## config.mk

```make
export PLATFORM = sky130hd
export DESIGN_NAME = soc_pmem_arb
export DESIGN_NICKNAME = d
export VERILOG_FILES = /design/src/rtl/soc_pmem_arb_pkg.sv /design/src/rtl/soc_rr_arb2.sv /design/src/rtl/soc_pmem_arb.sv
export SDC_FILE = /design/constraint.sdc
export NUM_CORES = 1
export LEC_CHECK = 0
export BUFFER_PORTS_ARGS = -buffer_cell sky130_fd_sc_hd__buf_2
export CAP_MARGIN = 20
export CORE_ASPECT_RATIO = 0.6
export CORE_MARGIN = 3
export CORE_UTILIZATION = 30
export DETAILED_ROUTE_END_ITERATION = 10
export HOLD_SLACK_MARGIN = 0.08
export PLACE_DENSITY = 0.77
export SYNTH_ARGS = -nofsm -noshare
export SYNTH_HDL_FRONTEND = slang
export SYNTH_SLANG_ARGS = --single-unit
```

## constraint.sdc

```tcl
create_clock -name mclk -period 5.72 [get_ports mclk]
set_clock_uncertainty 0.05 [all_clocks]
set_input_delay 0.858 -clock mclk [delete_from_list [all_inputs] [get_ports mclk]]
set_output_delay 0.858 -clock mclk [all_outputs]
set_load 0.03 [all_outputs]
```

## src/rtl/soc_pmem_arb_pkg.sv

```systemverilog
// Shared types and helpers for the two-requester program-memory arbiter.
`ifndef PMEM_MSB
`define PMEM_MSB 9
`endif

package soc_pmem_arb_pkg;

    typedef enum logic {
        REQ_A = 1'b0,
        REQ_B = 1'b1
    } req_e;

    function automatic int burst_cnt_w(input int max_burst);
        return $clog2(max_burst + 1);
    endfunction

endpackage

```

## src/rtl/soc_rr_arb2.sv

```systemverilog
// Combinational 2-way round-robin select with lock override.
module soc_rr_arb2
    import soc_pmem_arb_pkg::*;
(
    input  logic [1:0] req_i,
    input  req_e       last_gnt_i,
    input  logic       lock_vld_i,
    input  req_e       lock_own_i,
    output logic       gnt_vld_o,
    output req_e       winner_o
);

    // req_i[0] is requester A, req_i[1] is requester B
    always_comb begin
        gnt_vld_o = |req_i;
        winner_o  = REQ_A;
        if (req_i == 2'b11) begin
            if (lock_vld_i) begin
                winner_o = lock_own_i;
            end else begin
                winner_o = (last_gnt_i == REQ_A) ? REQ_B : REQ_A;
            end
        end else if (req_i[1]) begin
            winner_o = REQ_B;
        end
    end

endmodule

```

## src/rtl/soc_pmem_arb.sv

```systemverilog
// Two-requester arbiter in front of one program-memory RAM port, with
// locked bursts capped at MAX_BURST and one-cycle read-valid tracking.
`ifndef PMEM_MSB
`define PMEM_MSB 9
`endif

module soc_pmem_arb
    import soc_pmem_arb_pkg::*;
#(
    parameter int ADDR_MSB  = `PMEM_MSB,
    parameter int MAX_BURST = 8
) (
    input  logic              mclk,
    input  logic              puc_rst,
    input  logic              a_req,
    input  logic              a_lock,
    input  logic [1:0]        a_we,
    input  logic [ADDR_MSB:0] a_addr,
    input  logic [15:0]       a_din,
    output logic              a_gnt,
    output logic              a_rvalid,
    output logic [15:0]       a_rdata,
    input  logic              b_req,
    input  logic              b_lock,
    input  logic [1:0]        b_we,
    input  logic [ADDR_MSB:0] b_addr,
    input  logic [15:0]       b_din,
    output logic              b_gnt,
    output logic              b_rvalid,
    output logic [15:0]       b_rdata,
    output logic              ram_en,
    output logic [1:0]        ram_we,
    output logic [ADDR_MSB:0] ram_addr,
    output logic [15:0]       ram_din,
    input  logic [15:0]       ram_dout
);

    localparam int            CW      = burst_cnt_w(MAX_BURST);
    localparam logic [CW-1:0] CNT_MAX = CW'(MAX_BURST);

    req_e          last_gnt_q, last_gnt_d;
    logic          lock_q, lock_d;
    logic [CW-1:0] cnt_q, cnt_d;
    logic          a_rvalid_q, b_rvalid_q;

    logic gnt_vld;
    req_e winner;
    logic lock_vld;
    logic win_lock;

    // An expired burst drops back to round-robin, which hands over to the other side
    assign lock_vld = lock_q && (cnt_q != CNT_MAX);

    soc_rr_arb2 u_rr_arb2 (
        .req_i      ({b_req, a_req}),
        .last_gnt_i (last_gnt_q),
        .lock_vld_i (lock_vld),
        .lock_own_i (last_gnt_q),
        .gnt_vld_o  (gnt_vld),
        .winner_o   (winner)
    );

    assign a_gnt = ~puc_rst & gnt_vld & (winner == REQ_A);
    assign b_gnt = ~puc_rst & gnt_vld & (winner == REQ_B);

    always_comb begin
        ram_en   = a_gnt | b_gnt;
        ram_we   = 2'b00;
        ram_addr = '0;
        ram_din  = '0;
        win_lock = 1'b0;
        if (a_gnt) begin
            ram_we   = a_we;
            ram_addr = a_addr;
            ram_din  = a_din;
            win_lock = a_lock;
        end else if (b_gnt) begin
            ram_we   = b_we;
            ram_addr = b_addr;
            ram_din  = b_din;
            win_lock = b_lock;
        end
    end

    always_comb begin
        last_gnt_d = last_gnt_q;
        lock_d     = 1'b0;
        cnt_d      = '0;
        if (ram_en) begin
            last_gnt_d = winner;
            if (win_lock) begin
                lock_d = 1'b1;
                if (lock_q && (last_gnt_q == winner)) begin
                    cnt_d = (cnt_q == CNT_MAX) ? cnt_q : cnt_q + 1'b1;
                end else begin
                    cnt_d = CW'(1);
                end
            end
        end
    end

    always_ff @(posedge mclk or posedge puc_rst) begin
        if (puc_rst) begin
            last_gnt_q <= REQ_B;
            lock_q     <= 1'b0;
            cnt_q      <= '0;
            a_rvalid_q <= 1'b0;
            b_rvalid_q <= 1'b0;
        end else begin
            last_gnt_q <= last_gnt_d;
            lock_q     <= lock_d;
            cnt_q      <= cnt_d;
            a_rvalid_q <= a_gnt & (a_we == 2'b00);
            b_rvalid_q <= b_gnt & (b_we == 2'b00);
        end
    end

    assign a_rvalid = a_rvalid_q;
    assign b_rvalid = b_rvalid_q;
    assign a_rdata  = ram_dout;
    assign b_rdata  = ram_dout;

endmodule
```

# Word-level counts from Yosys, hierarchy flattened
# Cells that the tools add are included.
# classes
order_cmp	0
shift	0
bitwise	8
n_mux	18
n_mul	0
n_reduce_logical	5
div	0
add_sub_neg	1
eq_ne	5
# op_table
cell	n
2-to-1 mux 16 bit	2
2-to-1 mux 10 bit	2
2-to-1 mux 4 bit	4
2-to-1 mux 1 bit	8
!= test 4 bit, second input constant	2
AND 1 bit	5
adder 4 x 1 -> 4 bit, second input constant	1
equality test 4 bit, second input constant	1
logical NOT 2 bit	2
2-to-1 mux 2 bit	2
equality test 2 bit, second input constant	1
logical AND 1 bit	2
inverter 1 bit	2
OR reduction 2 bit	1
equality test 1 bit	1
bitwise OR 1 bit	1
# word_totals
register_bits	8
n_memories	0
wordCells	42
input_bits	78
latchBits	0
mem_bits_rw	0
rom_bits	0

# Logic depth before layout (Yosys ltp)
# Gate-level depths: netlist (run 1).
# depth
depth_word	9
depth_mapped	8
ltp_nobuf	6

# Hierarchy
# A second synthesis (run 1) with hierarchy kept.
# hier_totals
cells_unflattened	140
hier_area_um2	1107.3
# modules_own_cells
module	area_per_inst_um2	n_inst	cells_per_inst
soc_pmem_arb	1079.8	1	136
soc_rr_arb2	27.5	1	4

# Worst setup path before layout (run 1)
# No wires, ideal clock.
# synth_path
kind	in2out
start	in puc_rst
end	out ram_addr[5]
path_buffers	1
path_slack_ns	2.713
arrival_time_ns	2.099
t_required_ns	4.812
cell_stages	5
cell_sequence	inv_1 o311ai_2 nor2_1 buf_2 a22o_1
# synth_between
word_cells_on_any_way	6
classes_between	mux (2); bitwise (4)
# synth_lines
element	line	text
start, declared	soc_pmem_arb.sv:14	input logic puc_rst,
inverter 1 bit	soc_pmem_arb.sv:63	assign a_gnt = ~puc_rst & gnt_vld & (winner == REQ_A);
AND 1 bit (2 in a row)	soc_pmem_arb.sv:63	
net a_gnt	soc_pmem_arb.sv:20	output logic a_gnt,
2-to-1 mux 10 bit	soc_pmem_arb.sv:72	if (a_gnt) begin
end, declared	soc_pmem_arb.sv:33	output logic [ADDR_MSB:0] ram_addr,
# The timed path passes the listed nets, and every way through them passes these cells.

# Final worst setup path (run 1)
# layout_path
start	in puc_rst
end	out ram_din[5]
# layout_between
elab_chain_cells	5
word_cells_on_any_way	6
classes_between	mux (2); bitwise (4)
# layout_rtl
element	line	text
inverter 1 bit *	soc_pmem_arb.sv:63, soc_pmem_arb.sv:64	
AND 1 bit *	soc_pmem_arb.sv:63, soc_pmem_arb.sv:64	
AND 1 bit	soc_pmem_arb.sv:64	assign b_gnt = ~puc_rst & gnt_vld & (winner == REQ_B);
2-to-1 mux 16 bit	soc_pmem_arb.sv:77	end else if (b_gnt) begin
2-to-1 mux 16 bit *	soc_pmem_arb.sv:72	
end, declared	soc_pmem_arb.sv:34	output logic [15:0] ram_din,
# Every way passes the cells marked *; elsewhere a longest branch is shown, timed or not.

==> results of run 1 <==
cell usage in the layout, fill, tap and decap left out, drive strengths merged, types with 3 or more instances in the layout:
cell type  Yosys  routed
a21oi          3       3
a22o          28      28
buf           41      96
clkbuf         0       4
dfrtp          7       7
inv            6       6
nand2          3       3
nand3          4       4
nand3b         3       3
nor2           5       5
nor4           4       4
layout make-up:
type                            instances  area (µm²)  share of cell area
Multi-Input combinational cell         71         569               0.409
Timing Repair Buffer                   96         497               0.357
Tap cell                               45        56.3              0.0405
Clock buffer                            4        45.0              0.0324
Sequential cell                         8         201               0.145
Inverter                                6        22.5              0.0162
power by group through the flow:
stage / Combinational, mW / Clock, mW / Sequential (mW)
2_1_floorplan: 0.135 / 0 / 0.0654
3_3_place_gp: 0.130 / 0 / 0.0677
3_5_place_dp: 0.131 / 0 / 0.0679
4_1_cts: 0.132 / 0.0759 / 0.0671
5_1_grt: 0.143 / 0.0802 / 0.0680
6_report: 0.134 / 0.0744 / 0.0671
cell families (layout without fill, tap and decap cells):
logic type / after synthesis / count (layout) / share of synthesized area
mux: 2 / 2 / 0.0215
buf+inv: 47 / 106 / 0.308
xor+xnor: 3 / 3 / 0.0238
flops: 8 / 8 / 0.182
fa+ha+maj: 2 / 2 / 0.0226
simple gates: 25 / 25 / 0.135
compound gates: 39 / 39 / 0.308
stage by stage:
stage	power, mW	cell area, µm²	hold WS, ps	instances	worst slack [ps]
6_report	0.275	1390	602	230	2150
5_1_grt	0.292	1390	617	230	1950
4_1_cts	0.275	1370	584	228	1890
3_5_place_dp	0.199	1320	575	224	1900
3_3_place_gp	0.198	1320	574	224	1950
2_1_floorplan	0.201	1110	482	126	2710
sequential cells by signal, indices dropped and copies added, names as in the netlist:
name,count
a_rvalid,1
b_rvalid,1
cnt_q,4
lock_q,1
last_gnt_q,1
worst max-delay path by stage:
stage	start	end	depth (start not counted)
2_1_floorplan	puc_rst	ram_addr[5]	5
3_3_place_gp	puc_rst	ram_din[7]	6
3_5_place_dp	puc_rst	ram_din[7]	6
4_1_cts	puc_rst	ram_din[7]	6
5_1_grt	puc_rst	ram_din[2]	7
6_report	puc_rst	ram_din[5]	7
cell usage after synthesis, drive strengths merged:
master,count
or3b,1
and2,1
xnor2,1
a22o,28
buf,41
dfstp,1
dfrtp,7
nand3,4
nor4,4
nand2,3
mux2i,2
and3,1
nor3,1
nand2b,2
a221o,1
nand3b,3
inv,6
xor2,2
a21oi,3
nor2,5
o21ai,2
o22ai,1
ha,2
o311ai,2
o2111ai,2
worst min-delay path, stage by stage, from the launching register on:
cell and delay [ps]:
dfrtp_1 400, xor2_1 90, nand3_1 70, nor3_1 50
metal layers:
layer  vias to the layer above  track usage
met5                         -            0
met4                         0       0.0395
met3                         3       0.0793
met2                        69        0.173
met1                       516        0.193
li1                        551            -
==> impl_metrics.py, run 1 <==
metrics = {
    "status": {
        "status": "complete, no violations",
    },
    "final_layout": {
        "fillers": 370,
        "fin_nets": 266,
        "antenna_cells": 0,
        "drive_gt1_frac": 0.578,
        "syn_to_final_growth_pct": 25.8,
        "finish.utilization": 0.411,
    },
    "cts": {
        "ctsHtreeMaxLevel": 1,
        "post_cts_resized": 0,
        "clock_tree.buffer_depth": 2,
        "ctsHoldBuffers": 0,
        "cts_sinks": 8,
        "worstSkewPairLatency_ps": 240,
        "post_cts_buffers": 0,
        "clkTransAtPathRegs_ps": 40,
        "cts_tree": "yes",
        "cts-root-buf": "clkbuf_8",
        "cts-buffers-inserted": 3,
    },
    "sta": {
        "final-max-slew-violation-count": 0,
        "tightest_slew_ps": 628,
        "fin_setup_tns_ps": 0,
        "hold_viol": 0,
        "rsz0062_at_grt": "false",
        "slew_headroom": 0.581,
        "fin_crit_sh": 0.625,
        "fmax_mhz": 280,
        "fin_crit_ps": 3570,
        "setup_violations": 0,
    },
    "critical_path": {
        "cp_top_family": "buffers and inverters",
        "rrSetupSlack_ps": 3970,
        "cp_data_required_time_ps": 4810,
        "rr_worst_depth": 6,
        "critPathMostFrequentCell": "buf_2",
        "path_buf_inv": 4,
        "worstSetupStartpointType": "input pin",
        "crit_arrival_ps": 2670,
        "end_kind": "output port",
        "worst_path_max_delay_cell": "nor2_2",
        "worstSetupPathType": "input pin to output port",
        "rr_startpoint": "cnt_q[0]$_DFFE_PP0P_",
        "cp_slowest_stage_delay_ps": 530,
        "worst-path-max-fanout": 15,
        "path_cells": "buf_2, inv_1, o311ai_2, nor2_2, buf_6, a22o_1, buf_2",
        "r2r-end": "cnt_q[2]$_DFFE_PP0P_",
    },
    "global_routing": {
        "antenna_found_initial": 0,
        "grt_use_total": 0.138,
        "grt_pass1_vias": 942,
        "grt_max_degree": 30,
        "grt_pass1_wl_um": 4820,
        "overflow": 0,
    },
    "power_and_ir_drop": {
        "p_sw_mw": 0.114,
        "seqPwrFrac": 0.244,
        "p_int_mw": 0.162,
        "power_leakage_nw": 0.788,
        "switching_share": 0.413,
        "power_density_mw_per_mm2": 198,
        "vdd.ir_drop.worst_mv": 0.0848,
        "p_comb_frac": 0.486,
        "clkPwrFrac": 0.270,
    },
    "placement": {
        "port_buffers": 94,
        "place.gp.congestion": 0.821,
        "dp_hpwl_um": 2700,
    },
    "route": {
        "top_layer_used": "met4",
        "drtIter0Drc": 36,
        "wl_met2_um": 1340,
        "route.met3.wl_um": 434,
        "drc": 0,
        "drt_wl_total_um": 3390,
        "routed_via_density": 4.95,
        "vias": 1139,
        "wl_per_cell_um": 14.7,
        "firstDrtPassIters": 4,
        "wl_met1_um": 1590,
        "ant_nets": 0,
    },
    "die": {
        "row_count": 16,
        "start_util": 0.327,
        "io_pins": 143,
        "core_mm2": 0.00338,
        "die_area_mm2": 0.00448,
        "die_w_um": 84.4,
        "fp.dieH_um": 53.0,
    },
    "logic_synthesis": {
        "yosys_warnings": 0,
        "synth.area.top_cells": "buf_4, a22o_1, dfrtp_1",
        "ys_seq_elements": 8,
        "ys_types": 30,
        "seq_area_frac_synth": 0.182,
        "syn_nets": 206,
        "netlist_area_mm2": 0.00111,
        "synth.largest_area_cell": "buf_4",
        "syn_avg_cell_area_um2": 8.78,
        "synth_top_area_frac": 0.238,
        "syn_inst": 126,
    },
    "hold_path": {
        "min-delay-start": "cnt_q[2]$_DFFE_PP0P_",
        "hold_end": "cnt_q[2]$_DFFE_PP0P_",
        "hold_depth": 3,
        "min-delay-path-class": "flip-flop to flip-flop",
    },
    "flow_run": {
        "maxCapViolCount": 0,
    },
}
No activity file was read; power rests on OpenSTA's default activity.
==> run 2, diff against run 1 <==
--- a/config.mk
+++ b/config.mk
@@ -9,10 +9,10 @@
 export CAP_MARGIN = 20
 export CORE_ASPECT_RATIO = 0.6
 export CORE_MARGIN = 3
-export CORE_UTILIZATION = 30
+export CORE_UTILIZATION = 29
 export DETAILED_ROUTE_END_ITERATION = 10
 export HOLD_SLACK_MARGIN = 0.08
-export PLACE_DENSITY = 0.77
+export PLACE_DENSITY = 0.78
 export SYNTH_ARGS = -nofsm -noshare
 export SYNTH_HDL_FRONTEND = slang
 export SYNTH_SLANG_ARGS = --single-unit
==> constraint.sdc (replaced) <==
create_clock -name mclk -period 3.2 [get_ports mclk]
set_clock_uncertainty 0.05 [all_clocks]
set_input_delay 0.48 -clock mclk [delete_from_list [all_inputs] [get_ports mclk]]
set_output_delay 0.48 -clock mclk [all_outputs]
set_load 0.03 [all_outputs]
==> run 2 against run 1 <==
Power up 76%; wire length up 0.12%; sequential power up 80%; via count down 3.7%; die area up 3.1%; global-route usage down 0.60 points; sequential share of layout area up 0.12 points; critical path depth up 1; register-to-register slack worse by 2500 ps; clock power up 69%; critical path type is now flip-flop to output port; critical endpoint is now ram_addr[8].
==> impl_metrics.py, run 2 (synthesis results as in run 1) <==
metrics = {
    "status": {
        "status": "complete, no violations",
    },
    "cts": {
        "clkTransAtPathRegs_ps": 40,
        "worstSkewPairLatency_ps": 230,
        "cts-buffers-inserted": 3,
        "cts-root-buf": "clkbuf_8",
        "ctsHoldBuffers": 0,
        "post_cts_buffers": 0,
        "cts_sinks": 8,
        "cts_tree": "yes",
        "clock_tree.buffer_depth": 2,
        "ctsHtreeMaxLevel": 1,
        "post_cts_resized": 0,
    },
    "flow_run": {
        "maxCapViolCount": 0,
    },
    "hold_path": {
        "min-delay-path-class": "input pin to asynchronous set/reset pin",
    },
    "power_and_ir_drop": {
        "seqPwrFrac": 0.249,
        "p_comb_frac": 0.491,
        "p_sw_mw": 0.198,
        "power_density_mw_per_mm2": 351,
        "vdd.ir_drop.worst_mv": 0.153,
        "clkPwrFrac": 0.260,
        "power_leakage_nw": 0.785,
        "p_int_mw": 0.287,
        "switching_share": 0.408,
    },
    "sta": {
        "setup_violations": 0,
        "tightest_slew_ps": 431,
        "hold_viol": 0,
        "rsz0062_at_grt": "false",
        "fmax_mhz": 375,
        "fin_crit_ps": 2670,
        "final-max-slew-violation-count": 0,
        "fin_setup_tns_ps": 0,
        "fin_crit_sh": 0.834,
        "slew_headroom": 0.712,
    },
    "die": {
        "die_area_mm2": 0.00462,
        "row_count": 16,
        "io_pins": 143,
        "core_mm2": 0.00344,
        "die_w_um": 85.7,
        "fp.dieH_um": 53.8,
        "start_util": 0.321,
    },
    "final_layout": {
        "drive_gt1_frac": 0.578,
        "layout_commonest_cell": "buf_2",
        "fillers": 357,
        "top_register": "cnt_q",
        "layout_common_cells": "buf_2, a22o_1, dfrtp_1, inv_1",
        "largest_register_ffs": 4,
        "antenna_cells": 0,
        "syn_to_final_growth_pct": 24.8,
        "finish.utilization": 0.401,
        "fin_nets": 266,
    },
    "critical_path": {
        "rrSetupSlack_ps": 1470,
        "worst-path-max-fanout": 29,
        "crit_arrival_ps": 2140,
        "end_kind": "output port",
        "rr_worst_depth": 6,
        "worstSetupPathType": "flip-flop to output port",
        "cp_slowest_stage_delay_ps": 380,
        "worstSetupStartpointType": "flip-flop",
        "path_cells": "inv_1, ha_1, nand3b_4, mux2i_1, nor2_2, buf_4, a22o_1, buf_2",
        "cp_data_required_time_ps": 2670,
        "r2r-end": "cnt_q[1]$_DFFE_PP0P_",
        "rr_startpoint": "cnt_q[0]$_DFFE_PP0P_",
        "worst_path_max_delay_cell": "dfrtp_1",
    },
    "placement": {
        "port_buffers": 94,
        "place.gp.congestion": 0.819,
        "dp_hpwl_um": 2810,
    },
    "route": {
        "wl_per_cell_um": 14.8,
        "drc": 0,
        "routed_via_density": 4.77,
        "drtIter0Drc": 15,
        "ant_nets": 0,
        "firstDrtPassIters": 4,
        "vias": 1097,
        "drt_wl_total_um": 3390,
    },
    "global_routing": {
        "antenna_found_initial": 0,
        "grt_max_degree": 30,
        "grt_pass1_vias": 969,
        "grt_use_total": 0.132,
        "overflow": 0,
        "grt_pass1_wl_um": 4730,
    },
}
run 2: cell counts in the layout (fill, tap and decap cells not counted):
No cell type changed its count.
run 2: final cells by class:
| class | count | area, µm² | share of cell area |
|---|---|---|---|
| clock buffer | 4 | 45.0 | 0.0326 |
| tap | 45 | 56.3 | 0.0408 |
| timing repair buffer | 96 | 485 | 0.352 |
| inverter | 6 | 22.5 | 0.0163 |
| sequential | 8 | 201 | 0.146 |
| multi-input combinational | 71 | 569 | 0.413 |
run 2: how the worst max path moves through the flow:
stage                               from     endpoint  slack (ps)  cells past startpoint
global route        cnt_q[0]$_DFFE_PP0P_   ram_din[5]         370                      8
detailed placement               puc_rst  ram_addr[8]         690                      7
finish              cnt_q[0]$_DFFE_PP0P_  ram_addr[8]         530                      8
floorplan           cnt_q[0]$_DFFE_PP0P_  ram_addr[5]         940                      7
CTS                 cnt_q[0]$_DFFE_PP0P_   ram_din[5]         530                      8
global placement                 puc_rst  ram_addr[8]         720                      7
run 2: critical path, delay by kind of cell (launching register included):
family,cells,cell delay (ps)
AOI/OAI and AO/OA,1,270
adders and majority gates,1,230
buffers and inverters,3,500
DFF,1,380
muxes,1,300
and+or+nand+nor,2,210
run 2: metal layers:
metal  global-route usage  part of all wire  up-vias  wire, µm
met3               0.0673             0.099        0       335
li1                     -                 -      550         -
met4                    0                 0        0         0
met2                0.193              0.44       63      1500
met5                    0                 0        -         0
met1                0.183              0.46      484      1560
run 2: power by group through the flow:
| stage | clock (mW) | combinational [mW] | sequential, mW |
|---|---|---|---|
| 2_1_floorplan | 0 | 0.242 | 0.117 |
| 3_3_place_gp | 0 | 0.237 | 0.121 |
| 3_5_place_dp | 0 | 0.238 | 0.122 |
| 4_1_cts | 0.128 | 0.239 | 0.120 |
| 5_1_grt | 0.132 | 0.256 | 0.122 |
| 6_report | 0.126 | 0.238 | 0.121 |
run 2: through the flow:
step	cells	power, mW	setup WS, ps	instance area (µm²)	hold WS [ps]
2_1_floorplan	126	0.358	942	1110	289
3_3_place_gp	226	0.358	715	1340	462
3_5_place_dp	226	0.360	693	1340	475
4_1_cts	230	0.487	533	1380	234
5_1_grt	230	0.511	373	1380	278
6_report	230	0.485	532	1380	237
==> run 3, diff against run 2 <==
--- a/config.mk
+++ b/config.mk
@@ -5,11 +5,12 @@
 export SDC_FILE = /design/constraint.sdc
 export NUM_CORES = 1
 export LEC_CHECK = 0
+export ABC_AREA = 1
 export BUFFER_PORTS_ARGS = -buffer_cell sky130_fd_sc_hd__buf_2
 export CAP_MARGIN = 20
 export CORE_ASPECT_RATIO = 0.6
 export CORE_MARGIN = 3
-export CORE_UTILIZATION = 29
+export CORE_UTILIZATION = 28
 export DETAILED_ROUTE_END_ITERATION = 10
 export HOLD_SLACK_MARGIN = 0.08
 export PLACE_DENSITY = 0.78
==> constraint.sdc (replaced) <==
create_clock -name mclk -period 2.3 [get_ports mclk]
set_clock_uncertainty 0.05 [all_clocks]
set_input_delay 0.345 -clock mclk [delete_from_list [all_inputs] [get_ports mclk]]
set_output_delay 0.345 -clock mclk [all_outputs]
set_load 0.03 [all_outputs]
==> run 3 against run 2 <==
Via count rose by 9.4%; cell area increased by 27%; global-route usage up 2.7 points; power increased by 60%; critical path depth rose by 4; clock power rose by 41%; hold slack improved by 11 ps; first-iteration DRC count is 27% higher; sequential power up 30%; combinational power is 85% higher; die area fell by 4.1%; clock-buffer cell count did not move; largest power group unchanged.
==> impl_metrics.py, run 3 <==
metrics = {
    "sta": {
        "hold_viol": 0,
        "rsz0062_at_grt": "true",
        "fin_crit_ps": 2280,
        "fin_crit_sh": 0.990,
        "tightest_slew_ps": 237,
        "fmax_mhz": 439,
        "final-max-slew-violation-count": 0,
        "setup_violations": 0,
        "holdWs_ps": 248,
        "slew_headroom": 0.842,
    },
    "power_and_ir_drop": {
        "power_density_mw_per_mm2": 442,
        "vdd.ir_drop.worst_mv": 0.181,
        "power_leakage_nw": 0.950,
        "switching_share": 0.378,
        "p_int_mw": 0.482,
        "finalPower_mw": 0.775,
        "clkPwrFrac": 0.230,
        "p_sw_mw": 0.293,
        "seqPwrFrac": 0.202,
        "p_comb_frac": 0.569,
    },
    "critical_path": {
        "rrSetupSlack_ps": 240,
        "worstSetupPathType": "flip-flop to output port",
        "cp_data_required_time_ps": 1900,
        "rr_worst_depth": 14,
        "worstSetupStartpointType": "flip-flop",
        "r2r-end": "cnt_q[0]$_DFFE_PP0P_",
        "end_kind": "output port",
        "crit_arrival_ps": 1880,
        "rr_startpoint": "cnt_q[0]$_DFFE_PP0P_",
        "worst-path-max-fanout": 12,
    },
    "placement": {
        "dp_hpwl_um": 2510,
        "place_inst": 226,
        "placed_area_mm2": 0.00130,
        "place.gp.congestion": 0.918,
        "port_buffers": 94,
    },
    "global_routing": {
        "grt_pass1_vias": 1127,
        "globalRouteMet2Util": 0.269,
        "grtUsageMet1": 0.186,
        "grt_use_total": 0.159,
        "busiest_layer": "met2",
        "grt_max_degree": 20,
        "met3_usage": 0.0675,
        "antenna_found_initial": 0,
        "overflow": 0,
        "grt_pass1_wl_um": 5440,
    },
    "logic_synthesis": {
        "ys_types": 23,
        "synth_edf_count": 0,
        "seq_area_frac_synth": 0.198,
        "ys.flop_type": "dfrtp_1",
        "async_reset_ff_frac": 1.00,
        "syn_inst": 121,
        "synth-xor-area-share": 0.0172,
        "ys_seq_elements": 8,
        "netlist_area_mm2": 0.00102,
        "synth.largest_area_cell": "buf_4",
        "synth.area.top_cells": "buf_4, a22o_1, dfrtp_1",
        "synth_adder_area_share": 0.0245,
        "yosys-top-cells-count": "buf_4, a22o_1, inv_1, dfrtp_1, nand2_1",
        "synth_simple_gate_area_frac": 0.173,
        "synth_top_family_by_area": "buffers and inverters",
        "syn_nets": 201,
        "synth_mux_area_frac": 0,
        "yosys_warnings": 0,
        "synth_top_area_frac": 0.243,
        "yosysMostFrequentCell": "buf_4",
        "synth_compound_area_frac": 0.258,
        "syn_avg_cell_area_um2": 8.43,
    },
    "route": {
        "drtIter0Drc": 19,
        "vias": 1200,
        "firstDrtPassIters": 4,
        "drt_wl_total_um": 3830,
        "wl_per_cell_um": 15.6,
        "drc": 0,
        "routed_via_density": 4.88,
        "ant_nets": 0,
    },
    "die": {
        "core_mm2": 0.00336,
        "fp.dieH_um": 52.7,
        "die_w_um": 83.9,
        "die_area_mm2": 0.00443,
        "start_util": 0.303,
        "io_pins": 143,
        "row_count": 16,
    },
    "hold_path": {
        "min-delay-start": "b_we[0]",
        "hold_depth": 2,
        "min-delay-path-class": "input pin to flip-flop",
        "hold_end": "b_rvalid$_DFF_PP0_",
    },
    "final_layout": {
        "final_area_mm2": 0.00175,
        "syn_to_final_growth_pct": 71.8,
        "fin_nets": 282,
        "top_register": "cnt_q",
        "fin_cells": 246,
        "regArea_um2": 201,
        "layout_common_cells": "buf_2, a22o_1, buf_6, buf_4",
        "fillers": 304,
        "antenna_cells": 0,
        "layout_commonest_cell": "buf_2",
        "largest_register_ffs": 4,
        "multi_input_area_um2": 527,
        "drive_gt1_frac": 0.662,
    },
    "cts": {
        "cts_tree": "yes",
        "cts-buffers-inserted": 3,
        "ctsHtreeMaxLevel": 1,
        "worstSkewPairLatency_ps": 230,
        "cts-root-buf": "clkbuf_8",
        "clkTransAtPathRegs_ps": 40,
        "cts_sinks": 8,
        "clock_tree.buffer_depth": 2,
    },
    "flow_run": {
        "maxCapViolCount": 0,
    },
    "status": {
        "status": "complete, no violations",
    },
}
run 3: cell types whose count changed in the layout (fill, tap and decap cells not counted), sizes merged, moves of 3 or more:
cell    previous run  this run
nand4              0         5
nand3b             3         0
inv                6        12
a21oi              3         0
nor4               4         0
nand2              3        12
buf               96       111
nor2               5         1
run 3: final cells by class:
type	instances	share of cell area
tap	45	0.0321
clock buffer	4	0.0257
timing repair buffer	114	0.495
multi-input combinational	63	0.301
sequential	8	0.115
inverter	12	0.0314
run 3: repair_timing:
| item | in CTS | in global routing |
|---|---|---|
| pin swaps | 5 | 7 |
| gates cloned | 1 | 2 |
| gates resized for setup | 39 | 38 |
| hold buffers | 1 | 0 |
| endpoints found under the setup margin | 30 | 33 |
| endpoints found under the hold margin | 7 | 0 |
| setup buffers | 12 | 2 |
run 3: worst max-delay path, stage by stage (launching register included):
cell	delay [ps]
dfrtp_1	390
inv_2	80
ha_4	140
nand3_4	90
nand3_2	100
nand3_4	90
nand2_4	100
inv_2	50
nand2_4	70
inv_6	50
buf_16	140
a22o_1	210
buf_6	140
run 3: worst max path at each step:
| stage | cells after the start | endpoint | slack (ps) | startpoint |
|---|---|---|---|---|
| global placement | 12 | ram_din[7] | 170 | cnt_q[0]$_DFFE_PP0P_ |
| detailed placement | 13 | ram_din[0] | 90 | cnt_q[0]$_DFFE_PP0P_ |
| floorplan | 7 | ram_addr[5] | 110 | puc_rst |
| CTS | 16 | cnt_q[0]$_DFFE_PP0P_ | 1 | cnt_q[1]$_DFFE_PP0P_ |
| finish | 12 | ram_addr[2] | 20 | cnt_q[0]$_DFFE_PP0P_ |
| global route | 12 | ram_din[10] | -60 | cnt_q[0]$_DFFE_PP0P_ |
run 3: metrics by stage:
stage	utilization	TNS, ps	worst slack [ps]
floorplan	-	0	107
global placement	0.386	0	174
detailed placement	0.386	0	86.1
CTS	0.471	0	1.08
global route	0.521	-1070	-56.1
finish	0.521	0	23.9
run 3: kinds of logic (layout without fill, tap and decap cells):
| kind of cell | count (synthesis) | count (layout) |
|---|---|---|
| AND/OR/NAND/NOR | 28 | 28 |
| XOR/XNOR | 2 | 2 |
| adder cells (fa/ha/maj) | 2 | 2 |
| buffers and inverters | 50 | 130 |
| flip-flops | 8 | 8 |
| AO/OA/AOI/OAI | 31 | 31 |
run 3: metal layers:
| metal | routed length (µm) | share of wire |
|---|---|---|
| met5 | 0 | 0 |
| met4 | 26 | 0.0068 |
| met3 | 448 | 0.12 |
| met2 | 1790 | 0.47 |
| met1 | 1560 | 0.41 |
run 3: power by group through the flow:
stage	combinational (mW)	sequential, mW	clock (mW)
2_1_floorplan	0.305	0.158	0
3_3_place_gp	0.308	0.157	0
3_5_place_dp	0.313	0.158	0
4_1_cts	0.383	0.155	0.184
5_1_grt	0.469	0.157	0.195
6_report	0.441	0.157	0.178
